$ cat src/rtl/button_step_counter.sv
// Loadable up/down step counter driven by an active-low push button, with
// input synchronisers, falling-edge step detection and wrap/saturate/one-shot/hold modes.
module button_step_counter #(
  parameter int unsigned WIDTH       = 8,
  parameter int unsigned MAX         = (2**WIDTH)-1,
  parameter int unsigned SYNC_STAGES = 2
) (
  input  logic             clk,
  input  logic             reset,
  input  logic             step_n,
  input  logic             load_n,
  input  logic [WIDTH-1:0] din,
  input  logic             up,
  input  logic [1:0]       mode,
  output logic [WIDTH-1:0] q,
  output logic [WIDTH-1:0] gray,
  output logic             tc,
  output logic             done,
  output logic             at_zero,
  output logic             at_max
);

  localparam logic [WIDTH-1:0] MAX_Q  = WIDTH'(MAX);
  localparam logic [WIDTH-1:0] ZERO_Q = {WIDTH{1'b0}};
  localparam logic [WIDTH-1:0] ONE_Q  = {{(WIDTH-1){1'b0}}, 1'b1};

  localparam logic [1:0] MODE_WRAP    = 2'b00;
  localparam logic [1:0] MODE_SAT     = 2'b01;
  localparam logic [1:0] MODE_ONESHOT = 2'b10;
  localparam logic [1:0] MODE_HOLD    = 2'b11;

  function automatic logic [WIDTH-1:0] to_gray(input logic [WIDTH-1:0] b);
    return b ^ {1'b0, b[WIDTH-1:1]};
  endfunction

  logic [SYNC_STAGES-1:0] step_sync_r;
  logic [SYNC_STAGES-1:0] load_sync_r;
  logic                   step_prev_r;
  logic [WIDTH-1:0]       q_r;
  logic [WIDTH-1:0]       gray_r;
  logic                   tc_r;
  logic                   done_r;

  logic                   step_s;
  logic                   load_s;
  logic                   term_s;
  logic [WIDTH-1:0]       step_q_s;
  logic [WIDTH-1:0]       q_nxt_s;
  logic                   tc_nxt_s;
  logic                   done_nxt_s;

  // Synchronise both buttons; idle level is 1 so reset release never looks like a press.
  always_ff @(posedge clk or posedge reset) begin
    if (reset) begin
      step_sync_r <= {SYNC_STAGES{1'b1}};
      load_sync_r <= {SYNC_STAGES{1'b1}};
      step_prev_r <= 1'b1;
    end else begin
      step_sync_r <= {step_sync_r[SYNC_STAGES-2:0], step_n};
      load_sync_r <= {load_sync_r[SYNC_STAGES-2:0], load_n};
      step_prev_r <= step_sync_r[SYNC_STAGES-1];
    end
  end

  assign step_s   = step_prev_r & ~step_sync_r[SYNC_STAGES-1];
  assign load_s   = ~load_sync_r[SYNC_STAGES-1];
  assign term_s   = up ? (q_r >= MAX_Q) : (q_r == ZERO_Q);
  assign step_q_s = up ? (q_r + ONE_Q) : (q_r - ONE_Q);

  // Next-state decode: load beats step, step beats hold.
  always_comb begin
    q_nxt_s    = q_r;
    tc_nxt_s   = 1'b0;
    done_nxt_s = done_r;
    if (load_s) begin
      q_nxt_s    = (din > MAX_Q) ? MAX_Q : din;
      done_nxt_s = 1'b0;
    end else if (step_s) begin
      case (mode)
        MODE_WRAP: begin
          if (term_s) begin
            q_nxt_s  = up ? ZERO_Q : MAX_Q;
            tc_nxt_s = 1'b1;
          end else begin
            q_nxt_s = step_q_s;
          end
        end
        MODE_SAT: begin
          if (term_s) begin
            tc_nxt_s = 1'b1;
          end else begin
            q_nxt_s = step_q_s;
          end
        end
        MODE_ONESHOT: begin
          // Once fired, the counter is frozen until the next load.
          if (done_r) begin
            q_nxt_s = q_r;
          end else if (term_s) begin
            tc_nxt_s   = 1'b1;
            done_nxt_s = 1'b1;
          end else begin
            q_nxt_s = step_q_s;
          end
        end
        MODE_HOLD: begin
          q_nxt_s = q_r;
        end
        default: begin
          q_nxt_s = q_r;
        end
      endcase
    end else begin
      q_nxt_s = q_r;
    end
  end

  // Count, Gray mirror and status registers; gray is built from next-q so it never lags.
  always_ff @(posedge clk or posedge reset) begin
    if (reset) begin
      q_r    <= ZERO_Q;
      gray_r <= ZERO_Q;
      tc_r   <= 1'b0;
      done_r <= 1'b0;
    end else begin
      q_r    <= q_nxt_s;
      gray_r <= to_gray(q_nxt_s);
      tc_r   <= tc_nxt_s;
      done_r <= done_nxt_s;
    end
  end

  assign q       = q_r;
  assign gray    = gray_r;
  assign tc      = tc_r;
  assign done    = done_r;
  assign at_zero = (q_r == ZERO_Q);
  assign at_max  = (q_r == MAX_Q);

endmodule

$ cat config.mk
export PLATFORM = sky130hd
export DESIGN_NAME = button_step_counter
export DESIGN_NICKNAME = d
export VERILOG_FILES = /design/src/rtl/button_step_counter.sv
export SDC_FILE = /design/constraint.sdc
export NUM_CORES = 1
export LEC_CHECK = 0
export ABC_AREA = 0
export CORE_ASPECT_RATIO = 1.1
export CORE_MARGIN = 2
export CORE_UTILIZATION = 46
export CTS_CLUSTER_SIZE = 28
export DETAILED_ROUTE_END_ITERATION = 12
export PLACE_DENSITY = 0.88
export SYNTH_ARGS = -nofsm -noshare
export SYNTH_HDL_FRONTEND = slang
export SYNTH_SLANG_ARGS = --single-unit
$ cat constraint.sdc
create_clock -name clk -period 2.2 [get_ports clk]
set_input_delay 0.44 -clock clk [delete_from_list [all_inputs] [get_ports clk]]
set_output_delay 0.44 -clock clk [all_outputs]
set_load 0.01 [all_outputs]
# [Yosys cells after proc, flatten, opt, wreduce, memory -nomap -nowiden]
# Index checks and enable logic that the tools add are counted.
[word_totals] ff_bits=23 inputBits=15 latch_bits=0 ram_bits=0 output_inout_bits=20 word_cells=43 mem_count=0 mem_bits_ro=0
[classes] addsub=2 shifts=0 order_cmp=2 bitwise=3 reduce_logical=4 eq_ne=6 n_mul=0 n_mux=19 div_mod_pow=0
[op_table] op="2-to-1 mux 8 bit" n=8
[op_table] op="case mux 8 bit (4 select lines)" n=1
[op_table] op="2-to-1 mux 1 bit" n=9
[op_table] op="adder 8 x 1 -> 8 bit (second input constant)" n=1
[op_table] op="== test 8 bit (second input constant)" n=1
[op_table] op=">= comparator 8 bit (second input constant)" n=1
[op_table] op="greater-than comparator 8 bit (second input constant)" n=1
[op_table] op="zero test 8 bit" n=1
[op_table] op="subtractor 8 x 1 -> 8 bit (second input constant)" n=1
[op_table] op="bitwise XOR 8 x 7 -> 8 bit" n=1
[op_table] op="== test 2 bit (second input constant)" n=2
[op_table] op="inequality test 2 x 1 -> 1 bit (second input constant)" n=2
[op_table] op="== test 2 x 1 -> 1 bit (second input constant)" n=1
[op_table] op="zero test 2 bit" n=1
[op_table] op="case mux 1 bit (2 select lines)" n=1
[op_table] op="AND reduction 2 bit" n=1
[op_table] op="OR reduction 2 bit" n=1
[op_table] op="AND 1 bit" n=1
[op_table] op="inverter 1 bit" n=1

# [Depth between registers and ports, before layout]
[logic_depth] depth_word=8 mapped_depth=10 ltp_nobuf=9

# [Least setup slack after synthesis]
# No wires, ideal clock.
[synth_path] path_kind="input -> register" from="input up" to="register gray_r[4] (netlist: gray[4])" cell_stages=10 setup_time_ns=0.139 path_buffers=1 arrival_ns=2.344 setup_slack_ns=-0.284 required_time_ns=2.061 cell_sequence="buf_4 -> inv_1 -> ha_1 -> a211oi_1 -> o21bai_1 -> o21ai_0 -> nand2_1 -> a311oi_1 -> nor3_4 -> xor2_1"
[synth_via] elab_chain_len=7 word_cells_on_any_way=10 classes_between="mux (9); bitwise (1)"
[synth_lines] item="from (decl)" line="13" rtl="input logic up,"
[synth_lines] item="2-to-1 mux 8 bit / 2-to-1 mux 1 bit (equally long branches)" line="68, 67"
[synth_lines] item="2-to-1 mux 8 bit" line="89, 99"
[synth_lines] item="2-to-1 mux 8 bit" line="97" rtl="if (done_r) begin"
[synth_lines] item="case mux 8 bit (4 select lines) *" line="79" rtl="case (mode)"
[synth_lines] item="2-to-1 mux 8 bit *" line="78" rtl="end else if (step_s) begin"
[synth_lines] item="2-to-1 mux 8 bit *" line="75" rtl="if (load_s) begin"
[synth_lines] item="bitwise XOR 8 x 7 -> 8 bit *" line="33" rtl="return b ^ {1'b0, b[WIDTH-1:1]};"
[synth_lines] item="to (signal assigned)" line="127" rtl="gray_r <= to_gray(q_nxt_s);"
[synth_lines] item="to (decl)" line="40" rtl="logic [WIDTH-1:0] gray_r;"
# Every way passes the cells marked *; elsewhere a longest branch is shown, timed or not.
# A chain may end at the register's enable or synchronous reset.

# [Worst setup path in the final report]
[layout_path] from="register q_r[1] (netlist: q[1])" to="register gray_r[4] (netlist: gray[4])"
[layout_via] elab_chain_len=8 word_cells_on_any_way=13 classes_between="add/sub (2); order compare (1); mux (8); bitwise (1); reduce/logical (1)"
[layout_lines] item="from (decl)" line="39" rtl="logic [WIDTH-1:0] q_r;"
[layout_lines] item="from (signal assigned)" line="126" rtl="q_r <= q_nxt_s;"
[layout_lines] item="subtractor 8 x 1 -> 8 bit, or another cell as far along" line="68" rtl="assign step_q_s = up ? (q_r + ONE_Q) : (q_r - ONE_Q);"
[layout_lines] item="2-to-1 mux 8 bit / 2-to-1 mux 1 bit (equally long branches)" line="68, 67"
[layout_lines] item="2-to-1 mux 8 bit" line="89, 99"
[layout_lines] item="2-to-1 mux 8 bit" line="97"
[layout_lines] item="case mux 8 bit (4 select lines) *" line="79"
[layout_lines] item="2-to-1 mux 8 bit *" line="78"
[layout_lines] item="2-to-1 mux 8 bit *" line="75"
[layout_lines] item="bitwise XOR 8 x 7 -> 8 bit *" line="33"
# Marks and branches as above.

==> flow_summary.toml <==
[run_status]
outcome = "complete, but fails checks"
failed_checks = "negative setup slack"

[synth]
ys_ff_latch = 22
synth_seq_area_share_pct = 34.9
synthArstFlopShare_pct = 100
synth_top_area_share_pct = 26.7
netlist_area_sq_um = 1590
synthFlopType = "dfrtp_1"
yosysTopAreaCell = "dfrtp_1"
yosysWarnings = 0
synth.area.top_cells = "dfrtp_1 27%, dfstp_2 8.2%, a21oi_1 4.7%, ha_1 4.7%, nor2_1 4.7%"
synth.distinct_cells = 50
avgSynthCellArea_sq_um = 8.91
syn-num-nets = 201
synthTopCellsByCount = "20 x nor2_1, 17 x dfrtp_1, 15 x a21oi_1, 14 x inv_1, 13 x nand2_1"
syn_inst = 179
synth_edf_count = 0
yosysMostFrequentCell = "nor2_1"

[routing]
dr.first_iter.drc_count = 155
wl_um = 5080
wl_per_cell_um = 16.4
vias_per_cell = 5.54
vias = 1713
ant_nets = 0
drc = 0
drtPass1Iterations = 4

[global_route]
grtUsageMet1_pct = 33.1
antenna_found_initial = 0
grtUsageMet3_pct = 4.33
grt_max_degree = 18
grt.met2_usage_pct = 45.8
grt_pass1_vias = 1687
grt-busiest-layer = "met2"
track_usage_pct = 26.3
grt_first_pass_wirelength_um = 7820
grt-ovfl-total = 0

[timing]
fmax_mhz = 445
tightest_slew_ps = 592
skew_ps = 13.4
setup_viol = 3
fin_crit_ps = 2250
setup_ws_ps = -47.4
rsz0062_at_grt = "yes"
finalHoldViolCount = 0
slew_viol_final = 0
slew_headroom_pct = 60.5
period_share_pct = 102

[final_layout]
multi_input_area_sq_um = 1150
fin_util_pct = 77.8
seqCellArea_sq_um = 561
syn2layout_area_growth_pct = 62.6
fill_cells = 208
antenna_cells = 0
drive_above_1_share_pct = 43.3
fin_nets = 284

[clock_network]
cts_root_buf = "clkbuf_4"
insertion_delay_ps = 310
numCtsBuffers = 3
cts_tree = "done"
numClockSinks = 22
htreeDepth = 1
clk_pin_slew_ps = 120
cts_max_path_buffers = 2

[die]
die_area_sq_um = 3950
std_cell_rows = 22
io_pins = 35
die_w_um = 60.1
fp.dieH_um = 65.7
start_util_pct = 47.9
core_area_sq_um = 3330

[placement]
io_buffers = 34
dpl_worst_slack_ps = -716
routabilityCongestion = 1.05
hpwl_um = 3560

[setup_path]
start_kind = "register"
cp_data_required_time_ps = 2380
crit_arrival_ps = 2430
r2r-end = "gray[4]"
critPathMaxStageDelay_ps = 430
r2r-start = "q[1]"
ff2ff_path_depth = 10
cp_slowest_cell = "dfrtp_2"
r2r_slack_ps = -50
worstSetupEndpointType = "register"
critical_path_class = "register to register"
crit_fanout = 4
cp_cell_sequence = "buf_6 -> inv_2 -> fa_2 -> nand2b_4 -> o2bb2ai_4 -> xnor2_2 -> inv_1 -> o211ai_1 -> a31oi_2 -> xor2_1"

[worst_hold_path]
hold_class = "register to register"
min_path_cells = 0
hold_end = "step_sync_r[1]"
min-delay-start = "step_sync_r[0]"

[power_and_ir_drop]
vdd_drop_max_v = 0.000573
power_density_nw_per_um2 = 588
p_leak_uw = 0.00112

[flow_run]
drv_cap = 0
[where the power goes]
group | internal (uW) | switching, uW | leakage (uW) | total (uW)
combinational | 444 | 381 | 0.000854 | 825
sequential | 467 | 44.7 | 0.000252 | 512
clock | 70.7 | 117 | 0.0000150 | 188
total | 982 | 543 | 0.00112 | 1520
[worst max-delay path by stage]
stage | from | to | slack (ps) | depth (start not counted)
floorplan | up | gray[5] | -30 | 10
global placement | up | gray[3] | -670 | 10
detailed placement | up | gray[3] | -720 | 10
CTS | q[1] | gray[4] | -10 | 10
global route | q[1] | gray[4] | -80 | 10
finish | q[1] | gray[4] | -50 | 10
[metrics by stage]
step                hold slack [ps]  area (sq um)  cells  total power [uW]  setup TNS (ps)
floorplan                       345          1710    179               906           -71.4
global placement                345          2360    295              1190           -7080
detailed placement              347          2360    295              1210           -8100
CTS                             358          2490    303              1450           -11.4
global route                    365          2590    309              1610            -283
finish                          346          2590    309              1520           -83.2
[cells in the final DEF, fill, tap and decap left out, types with 2 or more instances in the layout]
cell type	count
nor2b_1	2
o21a_1	2
nor2_2	4
dfrtp_2	3
ha_1	3
ha_4	3
buf_6	7
nand2_2	3
clkbuf_4	3
xnor2_1	7
dfrtp_1	14
a21oi_1	12
nor3_4	3
or4_4	2
a211o_1	2
nand2_1	10
buf_4	44
xor2_1	3
nand2b_4	2
o21ai_1	5
a211oi_2	2
inv_2	2
clkdlybuf4s50_1	31
inv_1	11
o21ai_0	5
a21oi_2	4
nand2b_1	4
nor2_1	17
o211ai_1	5
dfstp_2	5
nand3_1	5
[layout make-up]
type,count,area share [%]
clock buffer,4,1.01
inverter,14,2.17
multi-input combinational,136,44.4
sequential,22,21.6
tap,48,2.32
timing repair buffer,85,28.5
[routing by layer]
layer  vias to the layer above  routed length (um)
li1                        801                   -
met5                         -                   0
met2                        80                2620
met3                        16                 290
met1                       816                2020
met4                         0                 141
[state kept, by name (all words and copies together), names as in the netlist]
signal and cells:
load_sync_r 2, q 7, done 1, step_prev_r 1, step_sync_r 2, tc 1, gray 8
[worst max-delay path, delay by kind of cell, from the launching register on]
| kind | cells | cell delay (ps) |
|---|---|---|
| AOI/OAI and AO/OA | 3 | 600 |
| DFF | 1 | 430 |
| xor gates and xnor gates | 2 | 380 |
| adders and majority gates | 1 | 330 |
| buffers and inverters | 3 | 230 |
| and+or+nand+nor | 1 | 160 |
[logic make-up (layout without fill, tap and decap cells)]
group | after synthesis | in the layout | share of synthesized area, %
XOR/XNOR | 12 | 12 | 6.59
buffers and inverters | 21 | 103 | 5.97
AO/OA/AOI/OAI | 51 | 51 | 21.7
adder cells (fa/ha/maj) | 7 | 7 | 5.97
multiplexers | 2 | 2 | 1.41
flip-flops | 22 | 22 | 34.9
AND/OR/NAND/NOR | 64 | 64 | 23.5
[timing repair]
action,4_1_cts,5_1_grt
hold endpoints to repair,0,0
hold buffers,0,0
endpoints found under the setup margin,16,13
resized for setup,25,22
pin swaps,18,21
setup buffers,6,7
No activity file was read; power rests on OpenSTA's default activity.
